==> src/rtl/div4_seq_pkg.sv <==
// Shared constants and state encoding for the 4-bit sequential restoring divider.
// Optional divide-by-zero shortcut is enabled by defining DIV4_DBZ_EN.
package div4_seq_pkg;

    localparam int WIDTH = 4;
    localparam int ITERS = 4;
    localparam int CNT_W = 2;

    typedef enum logic {
        IDLE = 1'b0,
        RUN  = 1'b1
    } state_t;

endpackage

==> src/rtl/div4_seq_sub4_ov.sv <==
// 4-bit subtractor a - b computed as a + ~b + 1 on a carry-lookahead path.
// borrow is the inverted carry-out; the caller folds in any fifth operand bit.
module sub4_ov
    import div4_seq_pkg::*;
(
    input  logic [WIDTH-1:0] a,
    input  logic [WIDTH-1:0] b,
    output logic [WIDTH-1:0] diff,
    output logic             borrow
);

    logic [WIDTH-1:0] b_n;
    logic [WIDTH-1:0] g;
    logic [WIDTH-1:0] p;
    logic [WIDTH:0]   c;

    assign b_n = ~b;
    assign g   = a & b_n;
    assign p   = a ^ b_n;

    // Carry-in of 1 completes the two's complement of b.
    assign c[0] = 1'b1;
    assign c[1] = g[0] | (p[0] & c[0]);
    assign c[2] = g[1] | (p[1] & g[0]) | (p[1] & p[0] & c[0]);
    assign c[3] = g[2] | (p[2] & g[1]) | (p[2] & p[1] & g[0])
                | (p[2] & p[1] & p[0] & c[0]);
    assign c[4] = g[3] | (p[3] & g[2]) | (p[3] & p[2] & g[1])
                | (p[3] & p[2] & p[1] & g[0]) | (p[3] & p[2] & p[1] & p[0] & c[0]);

    assign diff   = p ^ c[WIDTH-1:0];
    assign borrow = ~c[WIDTH];

endmodule

==> src/rtl/div4_seq.sv <==
// Sequential 4-bit unsigned restoring divider, one quotient bit per clock, MSB first.
// Define DIV4_DBZ_EN to finish divide-by-zero in one cycle and raise dbz.
module div4_seq
    import div4_seq_pkg::*;
(
    input  logic             clk,
    input  logic             reset_n,
    input  logic             start,
    input  logic [WIDTH-1:0] dividend,
    input  logic [WIDTH-1:0] divisor,
    output logic             busy,
    output logic             done,
    output logic [WIDTH-1:0] q,
    output logic [WIDTH-1:0] r,
    output logic             dbz
);

    state_t           state_q, state_d;
    logic [CNT_W-1:0] cnt_q, cnt_d;
    logic [WIDTH:0]   pr_q, pr_d;
    logic [WIDTH-1:0] dvd_q, dvd_d;
    logic [WIDTH-1:0] dvs_q, dvs_d;
    logic [WIDTH-1:0] quot_q, quot_d;
    logic [WIDTH-1:0] q_q, q_d;
    logic [WIDTH-1:0] r_q, r_d;
    logic             done_q, done_d;

    logic [WIDTH:0]   pr_shift;
    logic [WIDTH-1:0] sub_diff;
    logic             sub_borrow;
    logic             borrow5;
    logic             dbz_hit;

`ifdef DIV4_DBZ_EN
    logic dbz_q, dbz_d;
    assign dbz_hit = (dvs_q == '0);
`else
    assign dbz_hit = 1'b0;
`endif

    assign pr_shift = {pr_q[WIDTH-1:0], dvd_q[cnt_q]};

    sub4_ov u_sub (
        .a      (pr_shift[WIDTH-1:0]),
        .b      (dvs_q),
        .diff   (sub_diff),
        .borrow (sub_borrow)
    );

    // A set fifth bit means the shifted remainder already exceeds any 4-bit divisor.
    assign borrow5 = sub_borrow & ~pr_shift[WIDTH];

    always_comb begin
        state_d = state_q;
        cnt_d   = cnt_q;
        pr_d    = pr_q;
        dvd_d   = dvd_q;
        dvs_d   = dvs_q;
        quot_d  = quot_q;
        q_d     = q_q;
        r_d     = r_q;
        done_d  = 1'b0;
`ifdef DIV4_DBZ_EN
        dbz_d   = dbz_q;
`endif
        case (state_q)
            IDLE: begin
                if (start) begin
                    dvd_d   = dividend;
                    dvs_d   = divisor;
                    pr_d    = '0;
                    quot_d  = '0;
                    cnt_d   = CNT_W'(ITERS - 1);
                    state_d = RUN;
`ifdef DIV4_DBZ_EN
                    dbz_d   = 1'b0;
`endif
                end
            end
            RUN: begin
                if (dbz_hit) begin
                    q_d     = '1;
                    r_d     = dvd_q;
                    done_d  = 1'b1;
                    state_d = IDLE;
`ifdef DIV4_DBZ_EN
                    dbz_d   = 1'b1;
`endif
                end else begin
                    if (borrow5) begin
                        pr_d = pr_shift;
                    end else begin
                        pr_d = {1'b0, sub_diff};
                    end
                    quot_d[cnt_q] = ~borrow5;
                    if (cnt_q == '0) begin
                        q_d     = quot_d;
                        r_d     = pr_d[WIDTH-1:0];
                        done_d  = 1'b1;
                        state_d = IDLE;
                    end else begin
                        cnt_d = cnt_q - CNT_W'(1);
                    end
                end
            end
            default: state_d = IDLE;
        endcase
    end

    always_ff @(posedge clk) begin
        if (!reset_n) begin
            state_q <= IDLE;
            cnt_q   <= '0;
            pr_q    <= '0;
            dvd_q   <= '0;
            dvs_q   <= '0;
            quot_q  <= '0;
            q_q     <= '0;
            r_q     <= '0;
            done_q  <= 1'b0;
`ifdef DIV4_DBZ_EN
            dbz_q   <= 1'b0;
`endif
        end else begin
            state_q <= state_d;
            cnt_q   <= cnt_d;
            pr_q    <= pr_d;
            dvd_q   <= dvd_d;
            dvs_q   <= dvs_d;
            quot_q  <= quot_d;
            q_q     <= q_d;
            r_q     <= r_d;
            done_q  <= done_d;
`ifdef DIV4_DBZ_EN
            dbz_q   <= dbz_d;
`endif
        end
    end

    assign busy = (state_q == RUN);
    assign done = done_q;
    assign q    = q_q;
    assign r    = r_q;
`ifdef DIV4_DBZ_EN
    assign dbz  = dbz_q;
`else
    assign dbz  = 1'b0;
`endif

endmodule

==> config.mk <==
export PLATFORM = sky130hd
export DESIGN_NAME = div4_seq
export DESIGN_NICKNAME = d
export VERILOG_FILES = /design/src/rtl/div4_seq_pkg.sv /design/src/rtl/div4_seq_sub4_ov.sv /design/src/rtl/div4_seq.sv
export SDC_FILE = /design/constraint.sdc
export NUM_CORES = 1
export LEC_CHECK = 0
export CORE_MARGIN = 8
export CORE_UTILIZATION = 30
export DETAILED_ROUTE_END_ITERATION = 12
export SLEW_MARGIN = 30
export SYNTH_ARGS = -nofsm -noshare
export SYNTH_HDL_FRONTEND = slang
export SYNTH_HIERARCHICAL = 1
export SYNTH_SLANG_ARGS = --single-unit
==> constraint.sdc <==
create_clock -name clk -period 3.4 [get_ports clk]
set_input_delay 0.68 -clock clk [delete_from_list [all_inputs] [get_ports clk]]
set_output_delay 0.68 -clock clk [all_outputs]
set_load 0.01 [all_outputs]
**Word level (Yosys, flattened, before mapping)**

Index checks and enable logic that the tools add are counted.

- Register bits: 28
- Output and inout port bits: 11
- Logic and storage cells: 68

- Add/sub/neg operators: 1
- Order comparisons: 2
- Eq/ne operators: 2
- Muxes and demuxes: 17
- Bitwise gates (word level): 31
- Reduce and logical (&&, ||, !) cells: 6

Operators with widths:

| cell | count |
|---|---|
| 4-bit one-hot mux with 2 select lines | 2 |
| 1-bit AND | 13 |
| 4-bit 2-to-1 mux | 3 |
| 1-bit OR | 10 |
| 2-bit AND reduction | 4 |
| 4-bit XOR | 2 |
| 1-bit 2-to-1 mux | 5 |
| 4-bit AND | 1 |
| 4-bit bitwise mux | 1 |
| 2-bit 2-to-1 mux | 2 |
| 2-bit inequality test, second input constant | 2 |
| 1-bit inverter | 4 |
| 4-bit inverter | 1 |
| 2-bit one-hot mux with 2 select lines | 1 |
| 2-bit by 3-bit < comparator with 1-bit output, second input constant | 1 |
| 1-bit binary-select mux with 2-bit select | 1 |
| 1-bit demux with 2-bit select | 1 |
| 2-bit by 1-bit greater-or-equal comparator with 1-bit output, second input constant | 1 |
| 2-bit logical NOT | 1 |
| 1-bit one-hot mux with 2 select lines | 1 |
| 2-bit by 1-bit subtractor with 2-bit output, second input constant | 1 |
| 1-bit logical AND | 1 |

**Longest topological paths before layout**

- Depth in word-level cells: 13
- Depth in mapped cells: 13
- Depth with buffers taken out: 12

**Hierarchy**

Netlist, hierarchy kept.

By module, submodules not included:

| module | instances | cells an instance | area an instance (sq um) | sequential area each (sq um) |
|---|---|---|---|---|
| div4_seq | 1 | 145 | 1,251.2 | 540.5 |
| sub4_ov | 1 | 20 | 146.4 | 0.0 |

**Least setup slack after synthesis**

No wires, ideal clock.

- Path type: register to register
- Start point: reg cnt_q[1]
- End point: reg pr_q[0]
- Data arrival time: 2.410 ns
- Path slack: 0.874 ns
- Cell stages (with the launch flop): 14
- Cell sequence: dfxtp_1 > mux2_2 > nor2_1 > nor2_1 > inv_1 > ha_1 > o211ai_1 > nand2_1 > a21oi_1 > nand2b_1 > buf_6 > a222oi_1 > nand2b_1 > a21boi_1

- Word-level cells in the longest chain between the ends: 10
- Elaborated cells on any way between the ends: 13

Ends and longest elaborated chain:

| item | RTL line | text |
|---|---|---|
| start, declared | div4_seq.sv:19 | `logic [CNT_W-1:0] cnt_q, cnt_d;` |
| start signal, assigned | div4_seq.sv:126 | `cnt_q <= cnt_d;` |
| 1-bit binary-select mux with 2-bit select (*) | div4_seq.sv:41 | `assign pr_shift = {pr_q[WIDTH-1:0], dvd_q[cnt_q]};` |
| 1-bit 2-to-1 mux (not written as such) (*) | div4_seq.sv:41 |  |
| named net pr_shift[0] | div4_seq.sv:28 | `logic [WIDTH:0] pr_shift;` |
| 4-bit AND | div4_seq_sub4_ov.sv:18 | `assign g = a & b_n;` |
| 1-bit AND | div4_seq_sub4_ov.sv:28 | `\| (p[3] & p[2] & p[1] & g[0]) \| (p[3] & p[2] & p[1] & p[0] & c[0]);` |
| 1-bit OR | div4_seq_sub4_ov.sv:28 |  |
| 1-bit OR (*) | div4_seq_sub4_ov.sv:28 |  |
| 1-bit inverter (*) | div4_seq_sub4_ov.sv:31 | `assign borrow = ~c[WIDTH];` |
| named net sub_borrow | div4_seq.sv:30 | `logic sub_borrow;` |
| 1-bit AND (*) | div4_seq.sv:51 | `assign borrow5 = sub_borrow & ~pr_shift[WIDTH];` |
| 4-bit 2-to-1 mux (*) | div4_seq.sv:90 | `if (borrow5) begin` |
| 4-bit one-hot mux with 2 select lines (*) | div4_seq.sv:66 | `case (state_q)` |
| end signal, assigned | div4_seq.sv:127 | `pr_q <= pr_d;` |
| end, declared | div4_seq.sv:20 | `logic [WIDTH:0] pr_q, pr_d;` |

Mark *: on every way through the listed nets, which the timed path passes. The rest lies on a longest branch. The select of a mux whose other input is x is not followed.
A chain may end at the register's enable or synchronous reset.

**Worst setup path after layout**

Same ends and word-level chain as after synthesis.

==> impl_summary.txt <==
----------------------------------------------------
[Outcome]
  Run status ... completed

[Timing]
  Unrepaired setup endpoints after global routing ... no
  Post-route clock skew ... 0.00559 ns
  Final hold vios ... 0
  Fin Setup TNS ... 0 ns
  Slew at the pin closest to its max-slew limit ... 0.798 ns
  Final Critical Period ... 2.87 ns
  Final worst path period share ... 84.4%
  Max-slew violations ... 0
  Worst hold margin ... 0.470 ns
  Rel. slew slack ... 46.7%
  Max Freq ... 0.348 GHz
  Count of final setup violators ... 0

[Floorplanning]
  Count of standard-cell rows ... 25
  Horiz. Die Dim ... 84.3 µm
  Floorplan die height ... 84.3 µm
  I/O pin count ... 22
  Starting utilization of the core area ... 30.4%
  Die ar. ... 7100 µm²
  Core region area ... 4600 µm²

[Setup path]
  Crit start category ... flop
  Type of the setup path with the least slack ... reg2reg
  Critical path launch point ... cnt_q[1]
  Reg2Reg Setup Slack ... 0.53 ns
  Worst EP required ... 3.57 ns
  CP endpoint kind ... flop
  Worst path slowest cell ... sky130_fd_sc_hd__dfxtp_1
  Largest stage delay on the critical path ... 0.47 ns
  Arrival time at the worst endpoint ... 3.04 ns
  R2r startpoint ... cnt_q[1]
  Cell-by-cell trace of the critical path ... mux2_2 -> nor2_1 -> nor2_1 -> inv_1 -> ha_1 -> o211ai_1 -> nand2_1 -> a21oi_1 -> nand2b_1 -> a222oi_1 -> nand2b_1 -> a21boi_1
  Largest driver fanout on the critical path ... 7

[Clock network]
  Master cell of the clock root buffer ... sky130_fd_sc_hd__clkbuf_8
  CTS tree ... built
  CTS hold repair buffers ... 0
  H-tree Lvls ... 1
  Num Clock Sinks ... 27
  Post-cts repair resize count ... 0
  Source-to-sink clock delay at the later pin of the worst-skew pair ... 0.28 ns
  Buffers inserted by post-CTS timing repair ... 0
  Number of buffers between clock root and the deepest sink ... 2
  Clock transition at the registers of the reported paths ... 0.10 ns
  Total CTS buffers ... 3

[Placement]
  Placed cell area ... 1620 µm²
  Dpl hpwl ... 2.05 mm
  Global placement routability congestion ... 0.928
  Number of port buffers ... 20

[Cells and area]
  NumNets Final ... 201
  Area added between synthesis and finish ... 19.3%
  Number of filler cells placed in the layout ... 489
  Util after Layout ... 36.3%
  Commonest non-fill, non-tap cell in the layout ... sky130_fd_sc_hd__dfxtp_1
  Final cell area excluding filler cells ... 1670 µm²
  # diodes ... 0
  Fraction of final layout cells sized beyond drive strength 1 ... 4.44%
  Commonest cells after routing, fill and taps aside ... sky130_fd_sc_hd__dfxtp_1, sky130_fd_sc_hd__nand2_1, sky130_fd_sc_hd__clkdlybuf4s50_1

[Drt]
  Detail-routed net length per standard cell ... 12.0 µm
  Remaining number of nets flagged by the antenna check after routing ... 0
  Via density per instance ... 4.64
  Number of iterations in the first detailed-routing pass ... 4
  Total vias in the final route ... 1085
  DR iter-0 viols ... 31
  DRC ... 0
  Final Routed Wirelength ... 2.81 mm

[Logic synthesis]
  Synthesized net count ... 185
  Mean post-synth cell area ... 8.47 µm²
  Share of the synthesized area in the top cell type ... 38.7%
  Number of synthesized flops with an enable pin ... 0
  Top flip-flop cell by instance count after synthesis ... sky130_fd_sc_hd__dfxtp_1
  Sequential element share of the synthesized area ... 38.7%
  Leading post-synthesis cells by cell area ... sky130_fd_sc_hd__dfxtp_1, sky130_fd_sc_hd__ha_1, sky130_fd_sc_hd__a21boi_0
  Yosys top cell by area ... sky130_fd_sc_hd__dfxtp_1
  Yosys warns ... 6
  Mapped Area ... 1400 µm²
  #FFs+latches synth ... 27
  Async set-or-reset flop fraction in the synthesized netlist ... 0%
  Number of standard cells after synthesis ... 165
  Netlist cell types ... 34

[GRT]
  Remaining Overflow, GRT ... 0
  Largest net degree at the start of global routing ... 28
  Global-route wire length before repair ... 5.05 mm
  Overall routing resource usage ... 8.58%
  Vias in the first global route ... 1131
  Number of antenna violations at the first check in global routing ... 0

[Power]
  P_leak ... 0.655 nW
  Worst IR Drop VDD ... 196 µV
  PD cells ... 472 nW/µm²

[Flow run]
  Max-cap violations ... 0

[Min path]
  Hold crit path type ... reg2reg
  Hold path start ... dvs_q[3]

----------------------------------------------------
==> metal layers <==
layer  share of wire (%)  GRT usage, %
met5                   0             0
met4                 1.4          3.61
met3                 5.4          3.48
met2                  45          13.6
met1                  48          9.93
==> worst max-delay path, delay by kind of cell (launching register included) <==
kind,cells,cell delay (ns)
fa+ha+maj,1,0.25
buf+inv,1,0.06
mux,1,0.38
flops,1,0.47
simple gates,5,0.66
compound gates,4,0.95
==> metrics by stage <==
| stage | setup slack [ns] | std cells | power [mW] |
|---|---|---|---|
| after floorplan | 0.874 | 165 | 0.550 |
| after global placement | 0.669 | 230 | 0.608 |
| after detailed placement | 0.563 | 230 | 0.611 |
| after CTS | 0.531 | 234 | 0.795 |
| after global routing | 0.120 | 234 | 0.844 |
| final | 0.530 | 234 | 0.788 |
==> power by group <==
| group | switching [mW] | leakage [nW] | total, mW | internal (mW) |
|---|---|---|---|---|
| Sequential | 0.0185 | 0.221 | 0.359 | 0.341 |
| Clock | 0.104 | 0.0255 | 0.186 | 0.0823 |
| Combinational | 0.131 | 0.409 | 0.242 | 0.112 |
| Total | 0.253 | 0.655 | 0.788 | 0.534 |
==> sequential cells by signal (all words and copies together), names as in the netlist <==
| register | cells |
|---|---|
| done | 1 |
| r | 4 |
| pr_q | 4 |
| quot_q | 3 |
| dvd_q | 4 |
| dvs_q | 4 |
| busy | 1 |
| q | 4 |
| cnt_q | 2 |
==> worst paths after layout <==
kind / endpoint / cells after the start
setup reg to reg: pr_q[0] / 12
hold reg to reg: dvs_q[3] / 2
hold / removal: dvs_q[3] / 2
setup / recovery: pr_q[0] / 12
==> Yosys cell counts, drive strengths merged (2+ instances only) <==
master / count
and3: 2
inv: 9
nor3b: 4
mux2i: 2
nor2b: 11
a211oi: 3
nand2: 21
nand3: 4
o21a: 4
buf: 4
a21boi: 13
a21oi: 10
and2: 3
nor2: 9
ha: 9
clkbuf: 6
o211a: 2
o21ai: 8
mux2: 2
dfxtp: 27
xnor2: 2
nand2b: 3
==> cell families after synthesis <==
| family | share of synthesized area [%] |
|---|---|
| buffers and inverters | 6.09 |
| AND/OR/NAND/NOR | 21.8 |
| multiplexers | 3.31 |
| AO/OA/AOI/OAI | 19.9 |
| other | 0.268 |
| XOR/XNOR | 1.88 |
| flip-flops | 38.7 |
| adder cells (fa/ha/maj) | 8.06 |
==> layout make-up <==
cell class,count,area (µm²),area share (%)
Multi-Input combinational cell,119,772,46.3
Sequential cell,27,541,32.4
Timing Repair Buffer,21,208,12.5
Tap cell,54,67.6,4.05
Clock buffer,3,41.3,2.48
Inverter,9,33.8,2.03
Clock inverter,1,5.00,0.300
(Power assumes the default switching activity.)
